<file path="src/rtl/dmem_arbiter.sv">
// Two-port round-robin arbiter in front of a single-port 64x32 data memory.
// Port 0 is the processor and port 1 is the DMA/debug master. One access is
// performed per cycle. A granted port may keep ownership with LOCKx for at most
// MAX_BURST consecutive grants. Read data is registered and returned one cycle
// after the grant, together with a one-cycle valid pulse.
module dmem_arbiter #(
  parameter int AW        = 6,
  parameter int DW        = 32,
  parameter int MAX_BURST = 4
) (
  input  logic          CLK,
  input  logic          RESETN,
  input  logic          REQ0,
  input  logic          LOCK0,
  input  logic          WE0,
  input  logic [AW-1:0] A0,
  input  logic [DW-1:0] WD0,
  output logic          GNT0,
  output logic [DW-1:0] RD0,
  output logic          RVALID0,
  input  logic          REQ1,
  input  logic          LOCK1,
  input  logic          WE1,
  input  logic [AW-1:0] A1,
  input  logic [DW-1:0] WD1,
  output logic          GNT1,
  output logic [DW-1:0] RD1,
  output logic          RVALID1,
  output logic [AW-1:0] MEM_A,
  output logic          MEM_WE,
  output logic [DW-1:0] MEM_WD,
  input  logic [DW-1:0] MEM_RD
);

  // BCNT only has to reach MAX_BURST-1, plus one bit of headroom for the
  // incremented value used in the limit comparison.
  localparam int BCW = $clog2(MAX_BURST) + 1;

  typedef enum logic [1:0] {
    OWN_NONE = 2'd0,
    OWN_P0   = 2'd1,
    OWN_P1   = 2'd2
  } owner_t;

  owner_t           r_owner;
  owner_t           w_owner_nxt;
  logic             r_prio;
  logic             w_prio_nxt;
  logic [BCW-1:0]   r_bcnt;
  logic [BCW-1:0]   w_bcnt_nxt;
  logic [BCW-1:0]   w_bcnt_inc;
  logic             w_gnt0;
  logic             w_gnt1;
  logic             w_lock_g;
  logic [DW-1:0]    r_rd0;
  logic [DW-1:0]    r_rd1;
  logic             r_rvalid0;
  logic             r_rvalid1;

  assign w_bcnt_inc = r_bcnt + BCW'(1);

  // Grant decision: the current owner keeps the memory while it still
  // requests; otherwise a lone requester wins, and a tie goes to r_prio.
  // No grant at all while reset is asserted.
  always_comb begin
    w_gnt0 = 1'b0;
    w_gnt1 = 1'b0;
    if (!RESETN) begin
      w_gnt0 = 1'b0;
      w_gnt1 = 1'b0;
    end else if ((r_owner == OWN_P0) && REQ0) begin
      w_gnt0 = 1'b1;
    end else if ((r_owner == OWN_P1) && REQ1) begin
      w_gnt1 = 1'b1;
    end else if (REQ0 && REQ1) begin
      w_gnt0 = ~r_prio;
      w_gnt1 = r_prio;
    end else if (REQ0) begin
      w_gnt0 = 1'b1;
    end else if (REQ1) begin
      w_gnt1 = 1'b1;
    end else begin
      w_gnt0 = 1'b0;
      w_gnt1 = 1'b0;
    end
  end

  // Memory mux: the granted port drives the memory; idle cycles park on
  // port 0's address/data with the write enable low.
  always_comb begin
    MEM_A  = A0;
    MEM_WD = WD0;
    MEM_WE = 1'b0;
    if (w_gnt1) begin
      MEM_A  = A1;
      MEM_WD = WD1;
      MEM_WE = WE1;
    end else if (w_gnt0) begin
      MEM_A  = A0;
      MEM_WD = WD0;
      MEM_WE = WE0;
    end else begin
      MEM_A  = A0;
      MEM_WD = WD0;
      MEM_WE = 1'b0;
    end
  end

  // Next ownership: a locked grant under the burst limit keeps the port as
  // owner; any other grant releases and hands priority to the other port.
  always_comb begin
    w_owner_nxt = OWN_NONE;
    w_bcnt_nxt  = {BCW{1'b0}};
    w_prio_nxt  = r_prio;
    w_lock_g    = w_gnt1 ? LOCK1 : LOCK0;
    if (w_gnt0 || w_gnt1) begin
      if (w_lock_g && (w_bcnt_inc < BCW'(MAX_BURST))) begin
        w_owner_nxt = w_gnt1 ? OWN_P1 : OWN_P0;
        w_bcnt_nxt  = w_bcnt_inc;
        w_prio_nxt  = r_prio;
      end else begin
        w_owner_nxt = OWN_NONE;
        w_bcnt_nxt  = {BCW{1'b0}};
        w_prio_nxt  = ~w_gnt1;
      end
    end else begin
      w_owner_nxt = OWN_NONE;
      w_bcnt_nxt  = {BCW{1'b0}};
      w_prio_nxt  = r_prio;
    end
  end

  // Arbitration state register with synchronous active-low reset.
  always_ff @(posedge CLK) begin
    if (!RESETN) begin
      r_owner <= OWN_NONE;
      r_prio  <= 1'b0;
      r_bcnt  <= {BCW{1'b0}};
    end else begin
      r_owner <= w_owner_nxt;
      r_prio  <= w_prio_nxt;
      r_bcnt  <= w_bcnt_nxt;
    end
  end

  // Read-return registers: capture memory data at the end of a read grant.
  always_ff @(posedge CLK) begin
    if (!RESETN) begin
      r_rd0     <= {DW{1'b0}};
      r_rd1     <= {DW{1'b0}};
      r_rvalid0 <= 1'b0;
      r_rvalid1 <= 1'b0;
    end else begin
      r_rvalid0 <= w_gnt0 & ~WE0;
      r_rvalid1 <= w_gnt1 & ~WE1;
      if (w_gnt0 && !WE0) begin
        r_rd0 <= MEM_RD;
      end else begin
        r_rd0 <= r_rd0;
      end
      if (w_gnt1 && !WE1) begin
        r_rd1 <= MEM_RD;
      end else begin
        r_rd1 <= r_rd1;
      end
    end
  end

  assign GNT0    = w_gnt0;
  assign GNT1    = w_gnt1;
  assign RD0     = r_rd0;
  assign RD1     = r_rd1;
  assign RVALID0 = r_rvalid0;
  assign RVALID1 = r_rvalid1;

endmodule

</file>
<file path="config.mk">
export PLATFORM = sky130hd
export DESIGN_NAME = dmem_arbiter
export DESIGN_NICKNAME = d
export VERILOG_FILES = /design/src/rtl/dmem_arbiter.sv
export SDC_FILE = /design/constraint.sdc
export NUM_CORES = 1
export LEC_CHECK = 0
export ABC_AREA = 1
export BUFFER_PORTS_ARGS = -buffer_cell sky130_fd_sc_hd__buf_4
export CAP_MARGIN = 0
export CORE_ASPECT_RATIO = 1.25
export CORE_MARGIN = 3
export CORE_UTILIZATION = 42
export DETAILED_ROUTE_END_ITERATION = 16
export GPL_TIMING_DRIVEN = 1
export PLACE_DENSITY = 0.9
export SETUP_SLACK_MARGIN = 0.2
export SYNTH_ARGS = -nofsm -noshare
export SYNTH_HDL_FRONTEND = slang
export SYNTH_SLANG_ARGS = --single-unit
</file>
<file path="constraint.sdc">
create_clock -name CLK -period 1.5 [get_ports CLK]
set_input_delay 0.15 -clock CLK [delete_from_list [all_inputs] [get_ports CLK]]
set_output_delay 0.15 -clock CLK [all_outputs]
set_load 0.02 [all_outputs]
</file>
== Yosys cells after proc, flatten, opt, wreduce, memory -nomap -nowiden ==
Index checks and enable logic that the tools add are counted.
Cells by class
  $add $sub $neg: 1
  magnitude comparators: 1
  equal/unequal tests: 2
  muxes and demuxes: 17
  bitwise operators: 7
  reductions and logical operators: 11
Operators by type and width (count)
  $mux 32: 1
  $mux 1: 14
  $logic_and 1x1->1: 6
  $mux 6: 1
  $not 1->1: 5
  $add 3x1->3 const B: 1
  $lt 3x3->1 const B: 1
  $reduce_and 3->1: 1
  $and 1x1->1: 2
  $eq 2x1->1 const B: 1
  $eq 2x2->1 const B: 1
  $logic_not 1->1: 2
  $mux 2: 1
  $reduce_and 2->1: 1
  $logic_or 1x1->1: 1
Storage, ports and cells
  bits in registers: 72
  input port bits: 116

== Logic depth before layout (Yosys ltp) ==
Gate-level depths: netlist of run 1.
  word-level depth: 10
  gate-level depth with buffers: 12
  mapped depth without buffers: 10

== Least setup slack after synthesis of run 1 ==
No wires, ideal clock.
  kind: register to output
  start point: reg r_owner[0]
  end point: out MEM_WE
  data arrival time: 1.217 ns
  required time: 1.350 ns
  path slack: 0.133 ns
  cell stages (with the launch flop): 5
  path buffers: 0
  cells stage by stage: dfxtp_1 nand2_1 o21ai_0 nand2_1 o21ai_0
Between the ends
  longest elaborated chain between the ends: 7
Ends and longest elaborated chain
  start, declared: line 45  | owner_t r_owner;
  start signal, assigned: line 140  | r_owner <= w_owner_nxt;
  $eq 2x2->1: line 73  | end else if ((r_owner == OWN_P1) && REQ1) begin
  $logic_and 1x1->1: line 73
  $mux 1: line 73
  $mux 1: line 71  | end else if ((r_owner == OWN_P0) && REQ0) begin
  $mux 1: line 68  | if (!RESETN) begin
  $mux 1: line 98  | end else if (w_gnt0) begin
  $mux 1 *: line 94  | if (w_gnt1) begin
  end, declared: line 30  | output logic MEM_WE,
Mark *: on every way between the ends. The rest lies on a longest branch, timed or not.

== Worst setup path in the final report of run 1 ==
  start point: reg r_owner[0]
  end point: out MEM_WD[30]
Between the ends
  longest elaborated chain between the ends: 6
Ends and longest elaborated chain
  $eq 2x2->1: line 73
  $logic_and 1x1->1: line 73
  $mux 1: line 73
  $mux 1 *: line 71
  $mux 1 *: line 68
  $mux 32 *: line 94
  end, declared: line 31  | output logic [DW-1:0] MEM_WD,
Marked as above.

==> out/summary.md, run 1 <==
The floorplan has 35 rows. During synthesis, Yosys emitted a total of 0 warnings. The critical path start-end classification is reg -> out. Sequential cells account for 37.8% of the total power. The number of nets handed over by synthesis was 640. The slowest stage of the critical path is the dfxtp_2 cell. The mapped cell area was 3260 µm²; the average size of a mapped cell was 6.23 µm². The run finished, with violations left. The critical-path maximum fanout came out at 5. The final critical delay including setup and external delays works out to 1900 ps. VDD sags by at most 0.000541 V.

The required time at the endpoint of the critical path is 1350 ps. From bottom edge to top edge, the die measures 104 µm. The cell repeated most along the worst path was nand2_2. Once detail routing completed, the nets flagged for antenna violations numbered 0. From left edge to right edge, the die measures 84.8 µm.

Leaving out fill and tap cells, the most frequent cells in the layout are buf_4 (190), nand2_1 (162), nand2_2 (71), dfxtp_1 (69), nor2_1 (44). The final routed wirelength across all metal layers was 18000 µm. The root buffer cell was clkbuf_8. The detailed router placed 4657 vias in this run. The number of placed I/O pins came out at 223. Of the total power, combinational logic draws 32.0%.

Later-pin clock latency in the skew report: 340 ps. The tools report the standard cell core area as 7440 µm². The run gives 0 as the total count of max-transition violations in the final report.

Power spread over the standard cell area amounts to 828 nW/µm². In this run the tool buffered the top-level ports with 222 buffer cells. Traced cell by cell, the critical path runs through nand2_2 -> nor2_4 -> nor2_4 -> nand2_8 -> buf_8 -> clkbuf_16 -> nand2_2 -> nand2_2 -> buf_6.

The synthesized netlist devotes 39.4% of its cell area to simple gates. Entering global routing, the biggest net connects 34 pins. After synthesis, the share of cell area in mux cells is 0%. Total routing resource utilization after global routing: 33.7%.

The logs give 23200 µm for the first-pass GRT wire length and 0.957 for the last weighted congestion value of the routability-driven placer. The worst setup path is launched from a register. After global routing the overflow that remains totals 0. In this design, the stage delay of the slowest critical-path cell is 350 ps. The initial antenna violation count came out at 0.

The final reports fail on negative setup slack. TritonCTS built the clock tree. The arrival time of the worst setup path came out at 1750 ps. The number of violations of the max-capacitance limit came out at 0.

After detailed routing, the number of vias per cell comes to 5.38. In the synthesized netlist, the number of instances is 523. Summing the areas of all fa, ha and maj instances in the mapped netlist gives 0.384% of the synthesized area.

The final worst clock skew came out at 10.1 ps. The tools report the total of fill cells in the finished design as 348. The wire-length estimate of the detail-placed layout is 9560 µm. Setup repair after global routing could not meet its margin everywhere. The final net count was 885; the sum of internal, switching and leakage power was 5.42 mW. For the number of search-and-repair iterations in the first detailed-routing pass, the log shows 5. The sequential element share of the synthesized area was 44.2%. Summing the areas of all compound-gate instances in the mapped netlist gives 5.53% of the synthesized area. Clock-pin slew was measured on the worst setup and hold paths at 80 ps.

The analysis attributes to cell leakage a power of 3.36 nW. After clock tree synthesis, the flow added hold-fix buffers numbering 0. In this run the worst hold path is classified as in -> reg. The main combinational cell family by area after synthesis is simple AND/OR/NAND/NOR gates. The analysis attributes to net switching a power of 1.77 mW.

The most common library cell in the layout ignoring fill and taps was buf_4. Relative to the synthesized area, the layout overhead comes to 101%. The worst path uses 127% of the clock period. Setup violations remaining at the end of the flow were counted as 110. In this run, the number of DRC markers left after iteration 0 of detailed routing was 305.

Internal power comes to 3.65 mW. The clock net sink count was 72. The final worst-path setup slack is -400 ps, and the timing-limited maximum frequency is 526 MHz. STA classifies the critical path endpoint as an output pin.

The area of the die is 8860 µm². The number of buffers on the longest clock path was 2; the count of state elements after synthesis was 72. Of the total power, the share spent switching nets is 32.7%. Once the floorplan was initialized, standard cells occupied 43.8% of the core. The tools report the count of unresolved DRC violations after routing as 0. The number of different library cells used by synthesis comes to 17.

The final-report hold violation count is 0. The detail-routed net length per standard cell is 20.8 µm, and the number of H-tree levels is 3. The synthesized-area fraction occupied by xor and xnor cells works out to 0%. For the clock share of power, the log shows 30.3%. For the number of global-route vias before repair, the log shows 4463. Clock tree synthesis inserted a total of 9 buffers. Of the cells placed in the final design, the portion with a size suffix greater than 1 is 53.9%. The worst hold margin is 40.4 ps.
-- registers in the layout (all words and copies together), names as in the netlist --
signal,count
RD0,32
r_bcnt,3
RVALID1,1
RD1,32
r_owner,2
r_prio,1
RVALID0,1
-- what timing repair did --
action | CTS | global route
setup endpoints to repair | 107 | 110
gates cloned | 15 | 3
endpoints found under the hold margin | 0 | 0
pin swaps | 15 | 23
resized for setup | 164 | 80
buffers inserted | 10 | 2
-- path summary, 6_finish.rpt --
check / start / cells past startpoint / end / slack, ps
setup / recovery: r_owner[0] / 9 / MEM_WD[30] / -400
hold / removal: MEM_RD[17] / 3 / RD1[17] / 40
setup reg to reg: r_owner[0] / 12 / RD1[0] / -280
hold reg to reg: r_bcnt[0] / 1 / r_bcnt[0] / 450
-- synth_stat cells --
cell | number | share of area [%]
inv_1 | 45 | 5.2
nand2_2 | 2 | 0.38
a21oi_1 | 33 | 5.1
inv_2 | 3 | 0.35
o21ai_0 | 3 | 0.46
buf_6 | 3 | 1.0
nor2_1 | 71 | 8.2
nand3_2 | 1 | 0.31
clkbuf_1 | 13 | 1.5
nand2_1 | 258 | 30
dfxtp_1 | 72 | 44
nor2_2 | 1 | 0.19
nand3_1 | 4 | 0.61
ha_1 | 1 | 0.38
conb_1 | 1 | 0.12
buf_4 | 6 | 1.4
buf_2 | 6 | 0.92
-- per-layer routing --
metal / up-vias / share of wire, % / global-route usage (%)
li1: 2049 / - / -
met1: 2132 / 33 / 36.7
met2: 368 / 51 / 60.0
met3: 108 / 9.8 / 8.32
met4: 0 / 7.0 / 16.1
met5: - / 0 / 0
-- final cells by class --
| class | count | area, µm² | share of cell area (%) |
|---|---|---|---|
| repair buffers | 260 | 2540 | 38.8 |
| multi-input cells | 376 | 2030 | 31.0 |
| flip-flops and latches | 72 | 1450 | 22.1 |
| inverters | 48 | 193 | 2.94 |
| clock buffers | 10 | 138 | 2.10 |
| well taps | 92 | 115 | 1.76 |
| clock inverters | 6 | 75.1 | 1.15 |
| repair inverters | 1 | 8.76 | 0.134 |
| diodes | 1 | 2.50 | 0.0382 |
-- power groups by stage --
stage               logic, mW  clock network [mW]  registers (mW)
finish                   1.73                1.64            2.05
global route             1.81                1.75            2.06
CTS                      1.52                1.63            2.04
detailed placement       1.18                   0            2.08
global placement         1.16                   0            2.08
floorplan               0.468                   0            2.17
-- critical path: cells and delay by family (launching register included) --
family	cells	cell delay [ps]
simple gates	6	580
flops	1	350
buf+inv	3	460
-- cell families (layout without fill, tap and decap cells) --
kind of cell,after synthesis,after routing
other,1,2
adders and majority gates,1,1
DFF,72,72
AOI/OAI and AO/OA,36,36
buffers and inverters,76,325
and+or+nand+nor,337,338
-- stage by stage --
stage | TNS [ps] | setup slack [ps] | utilization [%] | std cells | cell area (µm²)
after detailed placement | 0 | 11.9 | 67.4 | 819 | 5020
after global placement | 0 | 65.0 | 67.4 | 819 | 5020
after floorplan | 0 | 159 | - | 523 | 3260
after global routing | -32760 | -467 | 87.9 | 865 | 6540
after CTS | -14100 | -255 | 83.2 | 860 | 6200
final | -24180 | -400 | 87.9 | 866 | 6550
(Power assumes the default switching activity.)
==> run 2, diff against run 1 <==
--- a/config.mk
+++ b/config.mk
@@ -5,15 +5,14 @@
 export SDC_FILE = /design/constraint.sdc
 export NUM_CORES = 1
 export LEC_CHECK = 0
-export ABC_AREA = 1
 export BUFFER_PORTS_ARGS = -buffer_cell sky130_fd_sc_hd__buf_4
 export CAP_MARGIN = 0
 export CORE_ASPECT_RATIO = 1.25
 export CORE_MARGIN = 3
-export CORE_UTILIZATION = 42
+export CORE_UTILIZATION = 41
 export DETAILED_ROUTE_END_ITERATION = 16
 export GPL_TIMING_DRIVEN = 1
-export PLACE_DENSITY = 0.9
+export PLACE_DENSITY = 0.89
 export SETUP_SLACK_MARGIN = 0.2
 export SYNTH_ARGS = -nofsm -noshare
 export SYNTH_HDL_FRONTEND = slang
==> run 2 against run 1 <==
The flow still finishes with violations (negative setup slack). Combinational power is 9% lower. Sequential share of layout area is 0.41 points higher. Routed wire length is 19% lower. Global-route usage is 4.0 points lower. Area after synthesis is 2.7% lower. Critical path depth is 3 lower. Clock skew hardly changed. Count of clock-buffer cells in the layout stayed put. Clock power is 4% higher. Largest cell class unchanged. Highest routed layer is now met5.
==> out/summary.md, run 2 <==
The run finished, with violations left. The checks that failed: negative setup slack. Total of warnings raised by yosys: 0. The last weighted congestion value of the routability-driven placer was 0.903; the synthesized-area fraction occupied by xor and xnor cells was 0.276%. In the synthesized netlist the dominant register cell turns out to be dfxtp_1. For the number of placed I/O pins, the log shows 223. The signal on the critical path passes through and3b_2 -> a211o_1 -> clkinv_4 -> clkbuf_16 -> mux2_4 -> buf_6.

Detailed routing inserted a total of 3633 vias. The detailed router finished its first iteration with 131 violations. The floorplan step set the die width to 84.7 µm. The share of the synthesized area in the top cell type works out to 45.5%. The tools report the startpoint of the worst register-to-register path as r_owner[1]. After synthesis, the share of cell area in mux cells is 23.6%. The final cell area excluding filler cells came out at 6430 µm². Setup violations remaining at the end of the flow were counted as 110.

The classification of the worst-slack hold path was in -> reg. For the post-route antenna net violation count, the log shows 0. The clock reaches the later pin of the worst-skew pair after 340 ps. In this design, the largest share of critical-path delay is due to buffers and inverters. The initial antenna violation count was 2. The setup check on the worst reg-to-reg path leaves a slack of -340 ps.

The async set-reset flop share out of synthesis came out at 0%. The post-synthesis share of cell area spent on full adders, half adders and majority gates came out at 0.750%. The tools report the final net count as 736. The antenna cell count is 0, and the clock transition at the registers of the reported paths is 80 ps. After synthesis, the most frequently instantiated cells are nand2_1 (101), dfxtp_1 (72), mux2_2 (38).

Wires add up to 14600 µm. The share of the Yosys chip area taken by registers is 45.5%. The tools report the setup TNS as -37930 ps. The largest total area in the synthesized netlist belongs to dfxtp_1. The synthesized-area fraction occupied by ao, oa, aoi and oai cells is 7.42%.

The hold path endpoint was RD1[27]. For the worst flop-to-flop path, the logic depth is 7. STA classifies the critical path startpoint as a register.

Timing-limited maximum frequency: 483 MHz. The finished layout holds 715 standard cells, fillers aside. In the final layout, flip-flops and latches occupy 1450 µm².

For this run, the share of the core covered by cells in the final layout is 86.3%. The starting density of the core is 42.6%. The main combinational cell family by area after synthesis was multiplexers.

The total count of max-transition violations in the final report was 0; the number of H-tree levels was 3. On the final layout, the worst clock skew is 10.5 ps. Floorplan die height: 104 µm. In the routed design, unresolved DRC markers number 0. The cell with the most instances after synthesis was nand2_1.

The area overhead of the layout relative to synthesis was 103%. The worst hold path was traced through 3 stages. Counting every net in the synthesized netlist gives 470. Dividing the detail-routed via count by the number of cells gives 5.08. The run gives 0.000782 V as the worst IR drop on VDD. Setup repair after global routing could not meet its margin everywhere. For the number of search-and-repair iterations in the first detailed-routing pass, the log shows 5.

The first global-routing pass estimated 19900 µm of wire. The cell total after placement was 665; the number of buffers inserted during clock tree synthesis was 9. After floorplanning, the core was sized to cover 7440 µm². For this design the static power due to leakage is 3.35 nW. The die covers 8830 µm².

The mapped cell area came out at 3170 µm². The critical path in this run is classified as reg -> out. The critical path contains buffers and inverters numbering 3 combined. Row generation in the floorplan step produced 35 rows.

Total of fill cells in the finished design: 367. The run gives 0 as the number of violations of the max-capacitance limit. The required time at the endpoint of the critical path is 1350 ps, and the count of cell types in the netlist is 30.

In this run the cell area measured after placement is 5210 µm². Along the worst path, the maximum fanout reaches 8. The number of global-route vias before repair is 3671. The type of destination of the critical path was an output pin. The worst register-to-register path ends at RD0[29]. The clock passes through at most 2 buffers. The final worst-path setup slack came out at -568 ps. The source of the worst hold timing path is MEM_RD[27].

The fraction of the cycle the final worst path needs was 138%; the area of combinational cells with multiple inputs was 1760 µm². The overflow left after global routing is 0, and the clock net sink count is 72. The gate count after technology mapping is 353, and the total power per unit cell area is 834 nW/µm². Post-synthesis simple-gate area fraction: 13.1%.

The library cells used most frequently in the layout, excluding fill and tap cells, are buf_4 (198), nand2_1 (91), dfxtp_1 (69), buf_6 (48), mux2_4 (38). The final-report hold violation count is 0, and the count of flip-flops with a built-in enable after synthesis is 0. TritonCTS built the clock tree. Each instance of the synthesized netlist takes up on average 8.98 µm².

Ranked by total cell area, the synthesized netlist is headed by dfxtp_1 (45%), mux2_2 (13%), nand2_1 (12%). Entering global routing, the biggest net connects 39 pins. The arrival time of the worst setup path was 1920 ps; the share of post-route cells with drive strength above 1 was 60.0%.

For the half-perimeter wire length after placement, the log shows 9280 µm. The number of port buffers came out at 222. The slowest stage of the critical path belongs to the cell dfxtp_2. Root buffer cell: clkbuf_8. The library cell used most frequently in the layout, excluding fill and tap cells, is buf_4.

The final critical delay including setup and external delays was 2070 ps. In the final routed layout, each cell accounts on average for 20.5 µm. The synthesized design contains 72 register bits. The total routing resource utilization after global routing is 29.7%.

In this design, the stage delay of the slowest critical-path cell is 340 ps.
-- run 2: cells by family after synthesis --
logic type	after synthesis
flops	72
mux	70
xor+xnor	1
simple gates	106
fa+ha+maj	2
compound gates	41
buf+inv	60
other cells	1
-- run 2: tightest hold or removal path, cell delays in order --
cell and delay [ps]:
buf_4 80, nand2_1 50, o21ai_2 40
-- run 2: routing by layer --
metal  routed length [µm]  GRT usage [%]  vias to the layer above
met3                 1520           12.0                       34
li1                     -              -                     1673
met1                 4990           28.9                     1709
met5                   31              0                        -
met2                 7610           54.6                      213
met4                  495           11.9                        4
-- run 2: how the worst max path moves through the flow --
stage,from,end,slack [ps],depth (start not counted)
3_3_place_gp,r_owner[1],MEM_WD[12],-200,6
2_1_floorplan,r_owner[1],MEM_A[0],-30,5
3_5_place_dp,r_owner[1],MEM_WD[8],-240,6
4_1_cts,r_owner[1],MEM_WD[8],-570,6
6_report,r_owner[1],MEM_WD[10],-570,6
5_1_grt,r_owner[1],MEM_WD[10],-610,6
-- run 2: report_power, final --
part | total, mW | switching, mW | internal (mW) | leakage [nW]
combinational | 1.58 | 0.699 | 0.878 | 2.65
clock | 1.71 | 0.737 | 0.973 | 0.108
sequential | 2.07 | 0.0584 | 2.01 | 0.589
-- run 2: what timing repair did --
| item | CTS | global route |
|---|---|---|
| hold endpoints to repair | 1 | 0 |
| hold buffers | 1 | 0 |
| resized for setup | 88 | 53 |
| pin swaps | 3 | 6 |
| endpoints found under the setup margin | 111 | 112 |
| setup buffers | 11 | 8 |
| cloned | 13 | 2 |
-- run 2: cell type report --
type                       instances  area share, %
clock buffer                      10           2.14
tap                               92           1.79
timing repair buffer             277           42.6
clock inverter                     5           1.27
inverter                          38           2.37
sequential                        72           22.5
multi-input combinational        221           27.4
-- run 2: stage by stage --
step	hold WS, ps	power [mW]	worst slack [ps]
after floorplan	259	2.72	-34.0
after global placement	353	3.32	-197
after detailed placement	360	3.36	-236
after CTS	0.876	5.25	-575
after global routing	5.95	5.54	-607
final	6.32	5.36	-568
